[config.mk]
export PLATFORM = sky130hd
export DESIGN_NAME = iter_divider_flat
export DESIGN_NICKNAME = d
export VERILOG_FILES = /design/src/rtl/iter_divider_if.sv /design/src/rtl/iter_divider.sv /design/src/flat_wrapper.sv
export SDC_FILE = /design/constraint.sdc
export NUM_CORES = 1
export LEC_CHECK = 0
export BUFFER_PORTS_ARGS = -buffer_cell sky130_fd_sc_hd__buf_2
export CAP_MARGIN = 20
export CORE_MARGIN = 5
export CORE_UTILIZATION = 35
export CTS_CLUSTER_SIZE = 14
export DETAILED_ROUTE_END_ITERATION = 7
export GPL_TIMING_DRIVEN = 0
export PLACE_DENSITY = 0.51
export SLEW_MARGIN = 20
export SYNTH_ARGS = -nofsm -noshare
export SYNTH_HDL_FRONTEND = slang
export SYNTH_SLANG_ARGS = --single-unit
export TNS_END_PERCENT = 50
[constraint.sdc]
create_clock -name clk -period 7.8 [get_ports clk]
set_clock_uncertainty 0.2 [all_clocks]
set_input_delay 1.56 -clock clk [delete_from_list [all_inputs] [get_ports clk]]
set_output_delay 1.56 -clock clk [all_outputs]
set_load 0.01 [all_outputs]
[src/rtl/iter_divider_if.sv]
// Request/response bundle between the EX stage and the iterative divider.
interface iter_divider_if #(
    parameter int WIDTH = 32
);
    logic             start;
    logic             is_signed;
    logic [WIDTH-1:0] dividend;
    logic [WIDTH-1:0] divisor;
    logic             busy;
    logic             done;
    logic [WIDTH-1:0] quotient;
    logic [WIDTH-1:0] remainder;
    logic             div_by_zero;

    modport master (
        output start, is_signed, dividend, divisor,
        input  busy, done, quotient, remainder, div_by_zero
    );

    modport slave (
        input  start, is_signed, dividend, divisor,
        output busy, done, quotient, remainder, div_by_zero
    );
endinterface

[src/rtl/iter_divider.sv]
// Restoring divider: one quotient bit per clock on operand magnitudes,
// signs applied in a final fix-up cycle. Results and flags are registered.
module iter_divider #(
    parameter int WIDTH = 32
) (
    input  logic          clk,
    input  logic          rst,
    iter_divider_if.slave bus
);
    localparam int CW = $clog2(WIDTH + 1);

    typedef enum logic [1:0] {
        IDLE = 2'd0,
        RUN  = 2'd1,
        FIX  = 2'd2
    } state_t;

    state_t           state_q, state_d;
    logic [CW-1:0]    cnt_q, cnt_d;
    logic [WIDTH-1:0] rem_q, rem_d;
    logic [WIDTH-1:0] quo_q, quo_d;
    logic [WIDTH-1:0] dvs_q, dvs_d;
    logic [WIDTH-1:0] dvd_q, dvd_d;
    logic             q_neg_q, q_neg_d;
    logic             r_neg_q, r_neg_d;
    logic             zero_q, zero_d;
    logic             busy_q, busy_d;
    logic             done_q, done_d;
    logic [WIDTH-1:0] quotient_q, quotient_d;
    logic [WIDTH-1:0] remainder_q, remainder_d;
    logic             dbz_q, dbz_d;

    logic             a_neg_s, b_neg_s, ge_s;
    logic [WIDTH:0]   shifted_s, diff_s;

    assign a_neg_s   = bus.is_signed & bus.dividend[WIDTH-1];
    assign b_neg_s   = bus.is_signed & bus.divisor[WIDTH-1];
    assign shifted_s = {rem_q, quo_q[WIDTH-1]};
    assign diff_s    = shifted_s - {1'b0, dvs_q};
    // The shifted remainder is below 2*divisor, so a set top bit means it
    // already exceeds the divisor; otherwise a wrapped difference means borrow.
    assign ge_s      = shifted_s[WIDTH] | ~diff_s[WIDTH];

    // Next-state, datapath and result computation.
    always_comb begin
        state_d     = state_q;
        cnt_d       = cnt_q;
        rem_d       = rem_q;
        quo_d       = quo_q;
        dvs_d       = dvs_q;
        dvd_d       = dvd_q;
        q_neg_d     = q_neg_q;
        r_neg_d     = r_neg_q;
        zero_d      = zero_q;
        busy_d      = busy_q;
        done_d      = 1'b0;
        quotient_d  = quotient_q;
        remainder_d = remainder_q;
        dbz_d       = dbz_q;
        case (state_q)
            IDLE: begin
                if (bus.start) begin
                    dvd_d   = bus.dividend;
                    quo_d   = a_neg_s ? ({WIDTH{1'b0}} - bus.dividend) : bus.dividend;
                    dvs_d   = b_neg_s ? ({WIDTH{1'b0}} - bus.divisor) : bus.divisor;
                    q_neg_d = a_neg_s ^ b_neg_s;
                    r_neg_d = a_neg_s;
                    zero_d  = (bus.divisor == {WIDTH{1'b0}});
                    rem_d   = {WIDTH{1'b0}};
                    cnt_d   = CW'(WIDTH);
                    busy_d  = 1'b1;
                    state_d = RUN;
                end else begin
                    state_d = IDLE;
                end
            end
            RUN: begin
                if (ge_s) begin
                    rem_d = diff_s[WIDTH-1:0];
                    quo_d = {quo_q[WIDTH-2:0], 1'b1};
                end else begin
                    rem_d = shifted_s[WIDTH-1:0];
                    quo_d = {quo_q[WIDTH-2:0], 1'b0};
                end
                cnt_d = cnt_q - CW'(1);
                if (cnt_q == CW'(1)) begin
                    state_d = FIX;
                end else begin
                    state_d = RUN;
                end
            end
            FIX: begin
                if (zero_q) begin
                    quotient_d  = {WIDTH{1'b1}};
                    remainder_d = dvd_q;
                    dbz_d       = 1'b1;
                end else begin
                    quotient_d  = q_neg_q ? ({WIDTH{1'b0}} - quo_q) : quo_q;
                    remainder_d = r_neg_q ? ({WIDTH{1'b0}} - rem_q) : rem_q;
                    dbz_d       = 1'b0;
                end
                done_d  = 1'b1;
                busy_d  = 1'b0;
                state_d = IDLE;
            end
            default: begin
                busy_d  = 1'b0;
                state_d = IDLE;
            end
        endcase
    end

    // State and result registers; reset aborts any divide in flight.
    always_ff @(posedge clk or posedge rst) begin
        if (rst) begin
            state_q     <= IDLE;
            cnt_q       <= {CW{1'b0}};
            rem_q       <= {WIDTH{1'b0}};
            quo_q       <= {WIDTH{1'b0}};
            dvs_q       <= {WIDTH{1'b0}};
            dvd_q       <= {WIDTH{1'b0}};
            q_neg_q     <= 1'b0;
            r_neg_q     <= 1'b0;
            zero_q      <= 1'b0;
            busy_q      <= 1'b0;
            done_q      <= 1'b0;
            quotient_q  <= {WIDTH{1'b0}};
            remainder_q <= {WIDTH{1'b0}};
            dbz_q       <= 1'b0;
        end else begin
            state_q     <= state_d;
            cnt_q       <= cnt_d;
            rem_q       <= rem_d;
            quo_q       <= quo_d;
            dvs_q       <= dvs_d;
            dvd_q       <= dvd_d;
            q_neg_q     <= q_neg_d;
            r_neg_q     <= r_neg_d;
            zero_q      <= zero_d;
            busy_q      <= busy_d;
            done_q      <= done_d;
            quotient_q  <= quotient_d;
            remainder_q <= remainder_d;
            dbz_q       <= dbz_d;
        end
    end

    assign bus.busy        = busy_q;
    assign bus.done        = done_q;
    assign bus.quotient    = quotient_q;
    assign bus.remainder   = remainder_q;
    assign bus.div_by_zero = dbz_q;
endmodule

[src/flat_wrapper.sv]
// flat-port wrapper written by rule: the top's interface ports become plain ports
module iter_divider_flat 
#(
    parameter int WIDTH = 32
)
  (clk, rst, bus_start, bus_is_signed, bus_dividend, bus_divisor, bus_busy, bus_done, bus_quotient, bus_remainder, bus_div_by_zero);
  iter_divider_if #(.WIDTH(WIDTH)) bus_i ();
  input  logic clk;
  input  logic rst;
  input wire logic [$bits(bus_i.start)-1:0] bus_start;
  input wire logic [$bits(bus_i.is_signed)-1:0] bus_is_signed;
  input wire logic [$bits(bus_i.dividend)-1:0] bus_dividend;
  input wire logic [$bits(bus_i.divisor)-1:0] bus_divisor;
  output wire logic [$bits(bus_i.busy)-1:0] bus_busy;
  output wire logic [$bits(bus_i.done)-1:0] bus_done;
  output wire logic [$bits(bus_i.quotient)-1:0] bus_quotient;
  output wire logic [$bits(bus_i.remainder)-1:0] bus_remainder;
  output wire logic [$bits(bus_i.div_by_zero)-1:0] bus_div_by_zero;
  assign bus_i.start = bus_start;
  assign bus_i.is_signed = bus_is_signed;
  assign bus_i.dividend = bus_dividend;
  assign bus_i.divisor = bus_divisor;
  assign bus_busy = bus_i.busy;
  assign bus_done = bus_i.done;
  assign bus_quotient = bus_i.quotient;
  assign bus_remainder = bus_i.remainder;
  assign bus_div_by_zero = bus_i.div_by_zero;
  iter_divider #(.WIDTH(WIDTH)) u_core (.clk(clk), .rst(rst), .bus(bus_i));
endmodule
==> flow_metrics.env, run 1 <==
export IMPL_synthTopCellsByArea="dfrtp_1 (42%), nand2_1 (7.6%), xor2_1 (7.4%)"
export IMPL_synth_commonest_cells="nand2_1 (249), dfrtp_1 (206), o21ai_0 (162), a21oi_1 (133), nor2_1 (126)"
export IMPL_worst_setup_path_start_kind="flop"
export IMPL_crit_path_end_kind="flop"
export IMPL_cts_tree="yes"
export IMPL_ys_types=59
export IMPL_criticalPathCategory="flop to flop"
export IMPL_postCtsHoldBufs=0
export IMPL_layout_nets=1737
export IMPL_io_pins=135
export IMPL_cts_path_max_buffers=3
export IMPL_min_path_cells=2
export IMPL_port_buffers=134
export IMPL_outcome="finished clean"
export IMPL_clk_latency_ps=540
export IMPL_drive_gt1_frac=0.1245
export IMPL_synthAdderAreaFrac=0.04005
export IMPL_timing_rr_start="u_core.rem_q[0]"
export IMPL_slowest_delay_ps=540
export IMPL_grtUsageTotal=0.1948
export IMPL_detail_route_antenna_nets=0
export IMPL_synth_top_family_by_area="compound AO/OA/AOI/OAI gates"
export IMPL_hp_class="flop to flop"
export IMPL_grt_antenna_before_repair=2
export IMPL_cts_root_buf="clkbuf_16"
export IMPL_synth_area_per_cell_um2=8.433
export IMPL_grt_pass1_wl_mm=61.38
export IMPL_synth_edf_count=0
export IMPL_yosysSeqAreaShare=0.4167
export IMPL_grt_start_max_net_pins=102
export IMPL_p_per_area_nw_per_um2=450.9
export IMPL_firstDrtPassIters=5
export IMPL_synthXorXnorAreaFrac=0.1055
export IMPL_die_width_um=198
export IMPL_setup_tns_ps=0
export IMPL_dp_cells=2058
export IMPL_slowest_stage="dfrtp_1"
export IMPL_timing_hold_ws_ps=257.7
export IMPL_final_cells=2104
export IMPL_synth_nets=1574
export IMPL_wl_mm=39.01
export IMPL_async_flop_share=1.000
export IMPL_worstRegToRegCells=14
export IMPL_hold_end="u_core.bus.quotient[0]"
export IMPL_grt_pass1_vias=10820
export IMPL_hpwl_mm=30.60
export IMPL_r2r_slack_ps=3670
export IMPL_ctsResizeCount=0
export IMPL_finalCriticalPeriod_ps=4131
export IMPL_reg2reg_to="u_core.rem_q[27]"
export IMPL_maxCapViolCount=0
export IMPL_final_max_slew_viol_count=0
export IMPL_muxShareOfSynthArea=0.01214
export IMPL_finalPower_mw=6.546
export IMPL_clock_sinks=206
export IMPL_vias=11040
export IMPL_cp_cell_sequence="inv_1 > fa_1 > nor2b_1 > o31ai_1 > a21oi_1 > o211ai_1 > o211ai_1 > o31ai_1 > o211ai_1 > buf_2 > clkbuf_1 > nor2_1 > a21oi_1 > o21ai_0"
export IMPL_synth_simple_area_share=0.1786
export IMPL_crit_path_max_fanout=10
export IMPL_syn_to_final_growth_pct=17.35
export IMPL_synth_top_area_cell="dfrtp_1"
export IMPL_overflow=0
export IMPL_rows=68
export IMPL_routabilityCongestion=0.8646
export IMPL_drc=0
export IMPL_synth_seq_cells=206
export IMPL_hp_start="u_core.bus.quotient[0]"
export IMPL_setup_viol=0
export IMPL_rsz0062_at_grt="false"
export IMPL_synth_compound_area_frac=0.2039
export IMPL_cts_setup_buffers=0
export IMPL_die_h_um=198
export IMPL_crit_arrival_ps=4320
export IMPL_start_util=0.3564
export IMPL_crit_top_cell="o211ai_1"
export IMPL_clk_pin_slew_ps=60
export IMPL_maxSlewHeadroom=0.4315
export IMPL_ys_flop_type="dfrtp_1"
export IMPL_max_freq_mhz=242.1
export IMPL_leakagePower_nw=6.651
export IMPL_syn_inst=1467
export IMPL_ir_drop_mv=0.1873
export IMPL_dieArea_um2=39200
export IMPL_synth_most_common_cell="nand2_1"
export IMPL_final_fill_count=3693
export IMPL_tightestPinTransition_ps=844.9
export IMPL_viasPerCell=5.246
export IMPL_coreArea_um2=34710
export IMPL_drtIter0Drc=822
export IMPL_cts_buffers=25
export IMPL_critPathRequiredTime_ps=7990
export IMPL_netlist_area_um2=12370
export IMPL_yosys_warnings=0
export IMPL_netlist_area_leader_share=0.4167
export IMPL_finalHoldViolations=0
export IMPL_fin_crit_sh=0.5297
export IMPL_routedWlPerCell_um=18.54
export IMPL_htree_levels=1
==> critical path: cells and delay by family (launching register included) <==
kind | cells | cell delay, ps
AOI/OAI and AO/OA | 8 | 1490
buffers and inverters | 3 | 990
DFF | 1 | 540
adders and majority gates | 1 | 470
and+or+nand+nor | 2 | 300
==> cell families after synthesis <==
family                   after synthesis
multiplexers                          15
buffers and inverters                130
XOR/XNOR                             149
AO/OA/AOI/OAI                        428
AND/OR/NAND/NOR                      500
adder cells (fa/ha/maj)               39
flip-flops                           206
==> layer usage <==
| layer | vias to the layer above | global-route usage | routed length, um |
|---|---|---|---|
| li1 | 5399 | - | - |
| met1 | 5319 | 0.2843 | 18580 |
| met2 | 279 | 0.3145 | 17590 |
| met3 | 40 | 0.02501 | 2175 |
| met4 | 0 | 0.03571 | 659 |
| met5 | - | 0 | 0 |
==> through the flow <==
stage | util | instance area [um2] | setup slack [ps]
after floorplan | - | 12370 | 415.9
after global routing | 0.4181 | 14510 | 3299
after CTS | 0.4180 | 14510 | 3639
after detailed placement | 0.3939 | 13670 | 3342
final | 0.4182 | 14520 | 3669
after global placement | 0.3921 | 13610 | -2315
==> flip-flops by register name, summed over array words and instances (netlist names), 2 cells and up <==
signal and cells:
u_core.bus.remainder 32, u_core.rem_q 32, u_core.quo_q 32, u_core.dvd_q 32, u_core.dvs_q 32, u_core.state_q 2
u_core.cnt_q 6, u_core.bus.quotient 32
==> how the worst max path moves through the flow <==
stage,from,end,slack [ps],cells after the start
finish,u_core.rem_q[0],u_core.rem_q[27],3670,14
global route,u_core.rem_q[0],u_core.rem_q[26],3300,14
CTS,u_core.rem_q[0],u_core.rem_q[1],3640,14
detailed placement,bus_dividend[2],u_core.quo_q[31],3340,8
global placement,rst,u_core.bus.div_by_zero,-2310,2
floorplan,rst,u_core.bus.busy,420,1
==> where the power goes <==
part           switching, mW  leakage (nW)  internal, mW
combinational           1.95          3.63          1.39
sequential             0.494          2.61          1.53
clock                  0.470         0.415         0.719
==> final cells by class <==
cell class | count | area (um2) | area share
Multi-Input combinational cell | 1131 | 6683 | 0.4604
Sequential cell | 206 | 5155 | 0.3551
Clock buffer | 35 | 733.2 | 0.05051
Timing Repair Buffer | 136 | 725.7 | 0.04999
Tap cell | 455 | 569.3 | 0.03922
Buffer | 75 | 326.6 | 0.02250
Inverter | 55 | 214.0 | 0.01474
Clock inverter | 9 | 105.1 | 0.007240
Antenna cell | 2 | 5.005 | 0.0003448
==> cells in the final DEF (no fill, tap or decap), types with 7 or more instances in the layout <==
cell,n
o31ai_1,24
a22oi_1,20
nor4_1,11
clkbuf_1,63
o41ai_1,15
nor2b_1,22
xnor2_1,44
o211ai_1,8
nor3_1,17
xor2_1,105
buf_2,137
and3_1,7
inv_1,53
nand4_1,7
o22a_1,10
o21ai_0,162
nor2_1,126
clkbuf_16,25
ha_1,38
a21oi_1,133
or3_1,7
nand2_1,249
or4_1,10
nand2b_1,10
nand3_1,12
clkbuf_8,7
dfrtp_1,206
a21o_1,16
mux2i_1,15
Power figures use the tool's default switching activity.
==> run 2: changes to the inputs <==
--- a/config.mk
+++ b/config.mk
@@ -12,7 +12,7 @@
 export CTS_CLUSTER_SIZE = 14
 export DETAILED_ROUTE_END_ITERATION = 7
 export GPL_TIMING_DRIVEN = 0
-export PLACE_DENSITY = 0.51
+export PLACE_DENSITY = 0.53
 export SLEW_MARGIN = 20
 export SYNTH_ARGS = -nofsm -noshare
 export SYNTH_HDL_FRONTEND = slang
==> constraint.sdc (replaced) <==
create_clock -name clk -period 3.5 [get_ports clk]
set_clock_uncertainty 0.2 [all_clocks]
set_input_delay 0.7 -clock clk [delete_from_list [all_inputs] [get_ports clk]]
set_output_delay 0.7 -clock clk [all_outputs]
set_load 0.01 [all_outputs]
==> flow_metrics.env, run 2 (synthesis gave the netlist of run 1 again) <==
export IMPL_grt_antenna_before_repair=1
export IMPL_crit_arrival_ps=3570
export IMPL_viasPerCell=5.172
export IMPL_routedWlPerCell_um=18.47
export IMPL_overflow=0
export IMPL_io_pins=135
export IMPL_drive_gt1_frac=0.1553
export IMPL_cts_buffers=26
export IMPL_worst_slack_ps=131.5
export IMPL_drtIter0Drc=718
export IMPL_outcome="finished clean"
export IMPL_postLayoutCellArea_um2=14980
export IMPL_dieArea_um2=39200
export IMPL_die_h_um=198
export IMPL_htree_levels=1
export IMPL_routabilityCongestion=0.8712
export IMPL_grtUsageTotal=0.1980
export IMPL_wl_mm=39.34
export IMPL_coreArea_um2=34710
export IMPL_crit_path_max_fanout=7
export IMPL_grt_pass1_wl_mm=62.39
export IMPL_start_util=0.3564
export IMPL_detail_route_antenna_nets=0
export IMPL_cts_root_buf="clkbuf_16"
export IMPL_place_area_um2=13800
export IMPL_cts_path_max_buffers=3
export IMPL_mostFrequentLayoutCell="nand2_1"
export IMPL_max_freq_mhz=296.9
export IMPL_crit_path_end_kind="flop"
export IMPL_layout_common_cells="nand2_1 (249), dfrtp_1 (200), o21ai_0 (161), buf_2 (135), a21oi_1 (131)"
export IMPL_hpwl_mm=30.94
export IMPL_timing_hold_ws_ps=219.2
export IMPL_use_met3=0.02467
export IMPL_vias=11020
export IMPL_criticalPathCategory="flop to flop"
export IMPL_p_per_area_nw_per_um2=1020
export IMPL_fin_util=0.4314
export IMPL_final_max_slew_viol_count=0
export IMPL_port_buffers=134
export IMPL_cts_tree="yes"
export IMPL_met2_usage=0.3132
export IMPL_grt_util_met1=0.2924
export IMPL_clk_latency_ps=530
export IMPL_leakagePower_nw=6.816
export IMPL_finalHoldViolations=0
export IMPL_grt_pass1_vias=10930
export IMPL_maxCapViolCount=0
export IMPL_finalCriticalPeriod_ps=3368
export IMPL_rows=68
export IMPL_finalPower_mw=15.28
export IMPL_top_usage_layer="met2"
export IMPL_firstDrtPassIters=6
export IMPL_die_width_um=198
export IMPL_syn_to_final_growth_pct=21.06
export IMPL_place_ws_ps=-583.3
export IMPL_worst_setup_path_start_kind="flop"
export IMPL_setup_viol=0
export IMPL_ir_drop_mv=0.4363
export IMPL_clock_sinks=206
export IMPL_clk_pin_slew_ps=60
export IMPL_tightestPinTransition_ps=948.5
export IMPL_hp_class="input port to flop"
export IMPL_fin_crit_sh=0.9624
export IMPL_grt_start_max_net_pins=33
export IMPL_drc=0
export IMPL_layout_nets=1761
export IMPL_maxSlewHeadroom=0.3618
export IMPL_critPathRequiredTime_ps=3710
run 2: cell count changes in the layout (fill, tap and decap cells not counted), moves of 3 or more:
cell | previous run | this run
ha_4 | 0 | 4
buf_12 | 0 | 5
ha_1 | 38 | 31
buf_4 | 1 | 19
o31ai_1 | 24 | 21
dfrtp_2 | 0 | 6
dfrtp_1 | 206 | 200
clkinvlp_4 | 1 | 5
ha_2 | 0 | 3
clkbuf_1 | 63 | 59
run 2: metrics by stage:
stage          instances  setup TNS [ps]
2_1_floorplan       1467          -14890
3_3_place_gp        2056         -320670
3_5_place_dp        2064           -9396
4_1_cts             2115          -24.12
5_1_grt             2130         -0.6675
6_report            2130               0
run 2: path summary, 6_finish.rpt:
| path | startpoint | to | slack (ps) | cells past startpoint |
|---|---|---|---|---|
| max | u_core.rem_q[5] | u_core.rem_q[31] | 130 | 14 |
| min | bus_dividend[8] | u_core.dvd_q[8] | 220 | 3 |
| max reg2reg | u_core.rem_q[5] | u_core.rem_q[31] | 130 | 14 |
| min reg2reg | u_core.dvs_q[18] | u_core.dvs_q[18] | 270 | 2 |
| max in group asynchronous | rst | u_core.dvd_q[25] | 1510 | 7 |
| min in group asynchronous | rst | u_core.cnt_q[5] | 540 | 3 |
run 2: timing repair:
| action | in CTS | in global routing |
|---|---|---|
| resized for setup | 10 | 26 |
| hold buffers | 1 | 0 |
| buffers inserted | 2 | 15 |
| endpoints found under the setup margin | 33 | 35 |
| pin swaps | 2 | 7 |
| hold endpoints to repair | 11 | 0 |
run 2: area by class of cell:
class                   count  area [um2]
clock inverters            15       175.2
multi-input cells        1131        6802
well taps                 455       569.3
repair buffers            160       991.0
plain buffers              74       336.6
diodes                      1       2.502
fillers                  3559       19740
inverters                  55       210.2
clock buffers              33       726.9
flip-flops and latches    206        5162
run 2: layer usage:
metal	vias to the layer above	routed length (um)
met3	41	1770
met5	-	0
met4	0	821
met1	5265	19020
met2	263	17730
li1	5448	-
run 2: report_power, final:
part           total [mW]  leakage [nW]  switching [mW]  internal, mW
Clock                2.78         0.437            1.08          1.70
Combinational        7.97          3.77            4.52          3.45
Sequential           4.53          2.60            1.12          3.41
Total                15.3          6.82            6.72          8.55
run 2: critical path, cell delays in order, from the launching register on:
cell and delay, ps:
dfrtp_1 480, ha_1 400, o21a_1 210, o211ai_1 190, a21oi_2 80, o211ai_1 210, o211ai_1 190, o31ai_2 290
o211ai_1 130, buf_4 160, buf_4 160, buf_4 130, nand3_1 70, mux2i_1 80, a211o_1 270
==> run 3: changes to the inputs <==
--- a/config.mk
+++ b/config.mk
@@ -6,13 +6,13 @@
 export NUM_CORES = 1
 export LEC_CHECK = 0
 export BUFFER_PORTS_ARGS = -buffer_cell sky130_fd_sc_hd__buf_2
-export CAP_MARGIN = 20
 export CORE_MARGIN = 5
 export CORE_UTILIZATION = 35
 export CTS_CLUSTER_SIZE = 14
 export DETAILED_ROUTE_END_ITERATION = 7
 export GPL_TIMING_DRIVEN = 0
 export PLACE_DENSITY = 0.53
+export REMOVE_ABC_BUFFERS = 1
 export SLEW_MARGIN = 20
 export SYNTH_ARGS = -nofsm -noshare
 export SYNTH_HDL_FRONTEND = slang
==> flow_metrics.env, run 3 (synthesis gave the netlist of run 1 again) <==
export IMPL_outcome="finished clean"
export IMPL_tightestPinTransition_ps=933.6
export IMPL_place_ws_ps=-1284
export IMPL_grt_pass1_wl_mm=54.41
export IMPL_vias=10350
export IMPL_hp_start="bus_dividend[11]"
export IMPL_wl_mm=33.15
export IMPL_cp_cell_sequence="inv_4 > ha_4 > fa_2 > nor2b_4 > o31ai_2 > buf_4 > a21oi_4 > o211ai_1 > o211ai_1 > o31ai_2 > o211ai_1 > buf_4 > buf_2 > buf_4 > mux2i_1 > o21ai_0"
export IMPL_die_width_um=198
export IMPL_die_h_um=198
export IMPL_slowest_delay_ps=450
export IMPL_coreArea_um2=34710
export IMPL_ir_drop_mv=0.3125
export IMPL_mostFrequentLayoutCell="nand2_1"
export IMPL_slowest_stage="dfrtp_2"
export IMPL_cts_path_max_buffers=3
export IMPL_detail_route_antenna_nets=0
export IMPL_hpwl_mm=23.87
export IMPL_final_max_slew_viol_count=0
export IMPL_worst_setup_path_start_kind="flop"
export IMPL_p_per_area_nw_per_um2=1006
export IMPL_cts_root_buf="clkbuf_16"
export IMPL_finalCriticalPeriod_ps=3372
export IMPL_grt_pass1_vias=10180
export IMPL_criticalPathCategory="flop to flop"
export IMPL_viasPerCell=5.037
export IMPL_grt_antenna_before_repair=0
export IMPL_clock_sinks=206
export IMPL_drtIter0Drc=547
export IMPL_min_path_cells=3
export IMPL_maxCapViolCount=0
export IMPL_hold_end="u_core.dvd_q[11]"
export IMPL_htree_levels=1
export IMPL_dieArea_um2=39200
export IMPL_cts_buffers=25
export IMPL_drc=0
export IMPL_crit_path_end_kind="flop"
export IMPL_routedWlPerCell_um=16.13
export IMPL_setup_viol=0
export IMPL_reg2reg_to="u_core.rem_q[14]"
export IMPL_overflow=0
export IMPL_fin_crit_sh=0.9636
export IMPL_fin_util=0.4210
export IMPL_worstRegToRegCells=16
export IMPL_clk_latency_ps=520
export IMPL_worst_slack_ps=127.5
export IMPL_drive_gt1_frac=0.1601
export IMPL_firstDrtPassIters=4
export IMPL_finalPower_mw=14.70
export IMPL_r2r_slack_ps=130
export IMPL_finalHoldViolations=0
export IMPL_rows=68
export IMPL_final_fill_count=3578
export IMPL_leakagePower_nw=6.663
export IMPL_routabilityCongestion=0.8014
export IMPL_max_freq_mhz=296.5
export IMPL_start_util=0.3564
export IMPL_timing_rr_start="u_core.quo_q[31]"
export IMPL_syn_to_final_growth_pct=18.15
export IMPL_port_buffers=134
export IMPL_critPathRequiredTime_ps=3660
export IMPL_hp_class="input port to flop"
export IMPL_maxSlewHeadroom=0.3776
export IMPL_clk_pin_slew_ps=60
export IMPL_crit_path_max_fanout=4
export IMPL_grtUsageTotal=0.1667
export IMPL_rsz0062_at_grt="true"
export IMPL_setup_tns_ps=0
export IMPL_grt_start_max_net_pins=89
export IMPL_cts_tree="yes"
export IMPL_layout_common_cells="nand2_1 (249), dfrtp_1 (196), o21ai_0 (161), buf_2 (136), a21oi_1 (130)"
export IMPL_io_pins=135
export IMPL_crit_arrival_ps=3530
export IMPL_layout_nets=1690
==> run 3: changes by cell type in the layout (fill, tap and decap cells not counted), moves of 3 or more <==
cell        previous run  this run
clkbuf_1              59         7
clkbuf_4               3         0
nor2b_1               21        18
clkinvlp_4             5         2
dfrtp_1              200       196
buf_12                 5         1
buf_1                  5         0
dfrtp_2                6         9
buf_6                  5         2
nor2b_4                0         3
==> run 3: cell type report <==
cell class / instances / area [um2] / area share
Timing Repair Buffer: 164 / 1008 / 0.06900
Tap cell: 455 / 569.3 / 0.03895
Clock buffer: 36 / 706.9 / 0.04837
Inverter: 55 / 220.2 / 0.01507
Antenna cell: 1 / 2.502 / 0.0001712
Clock inverter: 7 / 66.31 / 0.004537
Multi-Input combinational cell: 1131 / 6872 / 0.4702
Sequential cell: 206 / 5170 / 0.3537
==> run 3: worst max-delay path by stage <==
stage | end | from | cells past startpoint
2_1_floorplan | u_core.bus.busy | rst | 1
3_3_place_gp | u_core.bus.remainder[22] | rst | 2
3_5_place_dp | u_core.rem_q[2] | u_core.quo_q[31] | 18
4_1_cts | u_core.rem_q[0] | u_core.quo_q[31] | 17
5_1_grt | u_core.bus.remainder[31] | u_core.rem_q[5] | 10
6_report | u_core.rem_q[14] | u_core.quo_q[31] | 16
==> run 3: critical path, delay by kind of cell (launching register included) <==
family	cells	cell delay [ps]
AOI/OAI and AO/OA	7	1040
adders and majority gates	2	520
buffers and inverters	5	670
DFF	1	450
muxes	1	170
and+or+nand+nor	1	130
==> run 3: metal layers <==
metal	up-vias	GRT usage	share of wire	routed length [um]
met2	171	0.2848	0.47	15720
li1	5308	-	-	-
met5	-	0	0	0
met1	4842	0.2274	0.46	15400
met3	31	0.02161	0.043	1437
met4	0	0.03596	0.018	600
==> run 3: per-stage QoR <==
stage          instances  cell area, um2  hold slack [ps]
2_1_floorplan       1392           12040            246.0
3_3_place_gp        1981           13280            254.3
3_5_place_dp        1991           13510            262.4
4_1_cts             2043           14420            197.3
5_1_grt             2054           14610            217.7
6_report            2055           14620            226.6
==> run 3: what timing repair did <==
item / in CTS / in global routing
hold endpoints to repair: 37 / 0
setup buffers: 9 / 10
pin swaps: 7 / 9
hold buffers: 1 / 0
gates resized for setup: 18 / 26
gates cloned: 1 / 1
setup endpoints to repair: 33 / 32
==> run 3: report_power, final <==
part | leakage, nW | internal, mW | switching (mW) | total (mW)
Combinational | 3.68 | 3.56 | 4.10 | 7.66
Sequential | 2.60 | 3.41 | 1.15 | 4.56
Clock | 0.380 | 1.47 | 1.01 | 2.48
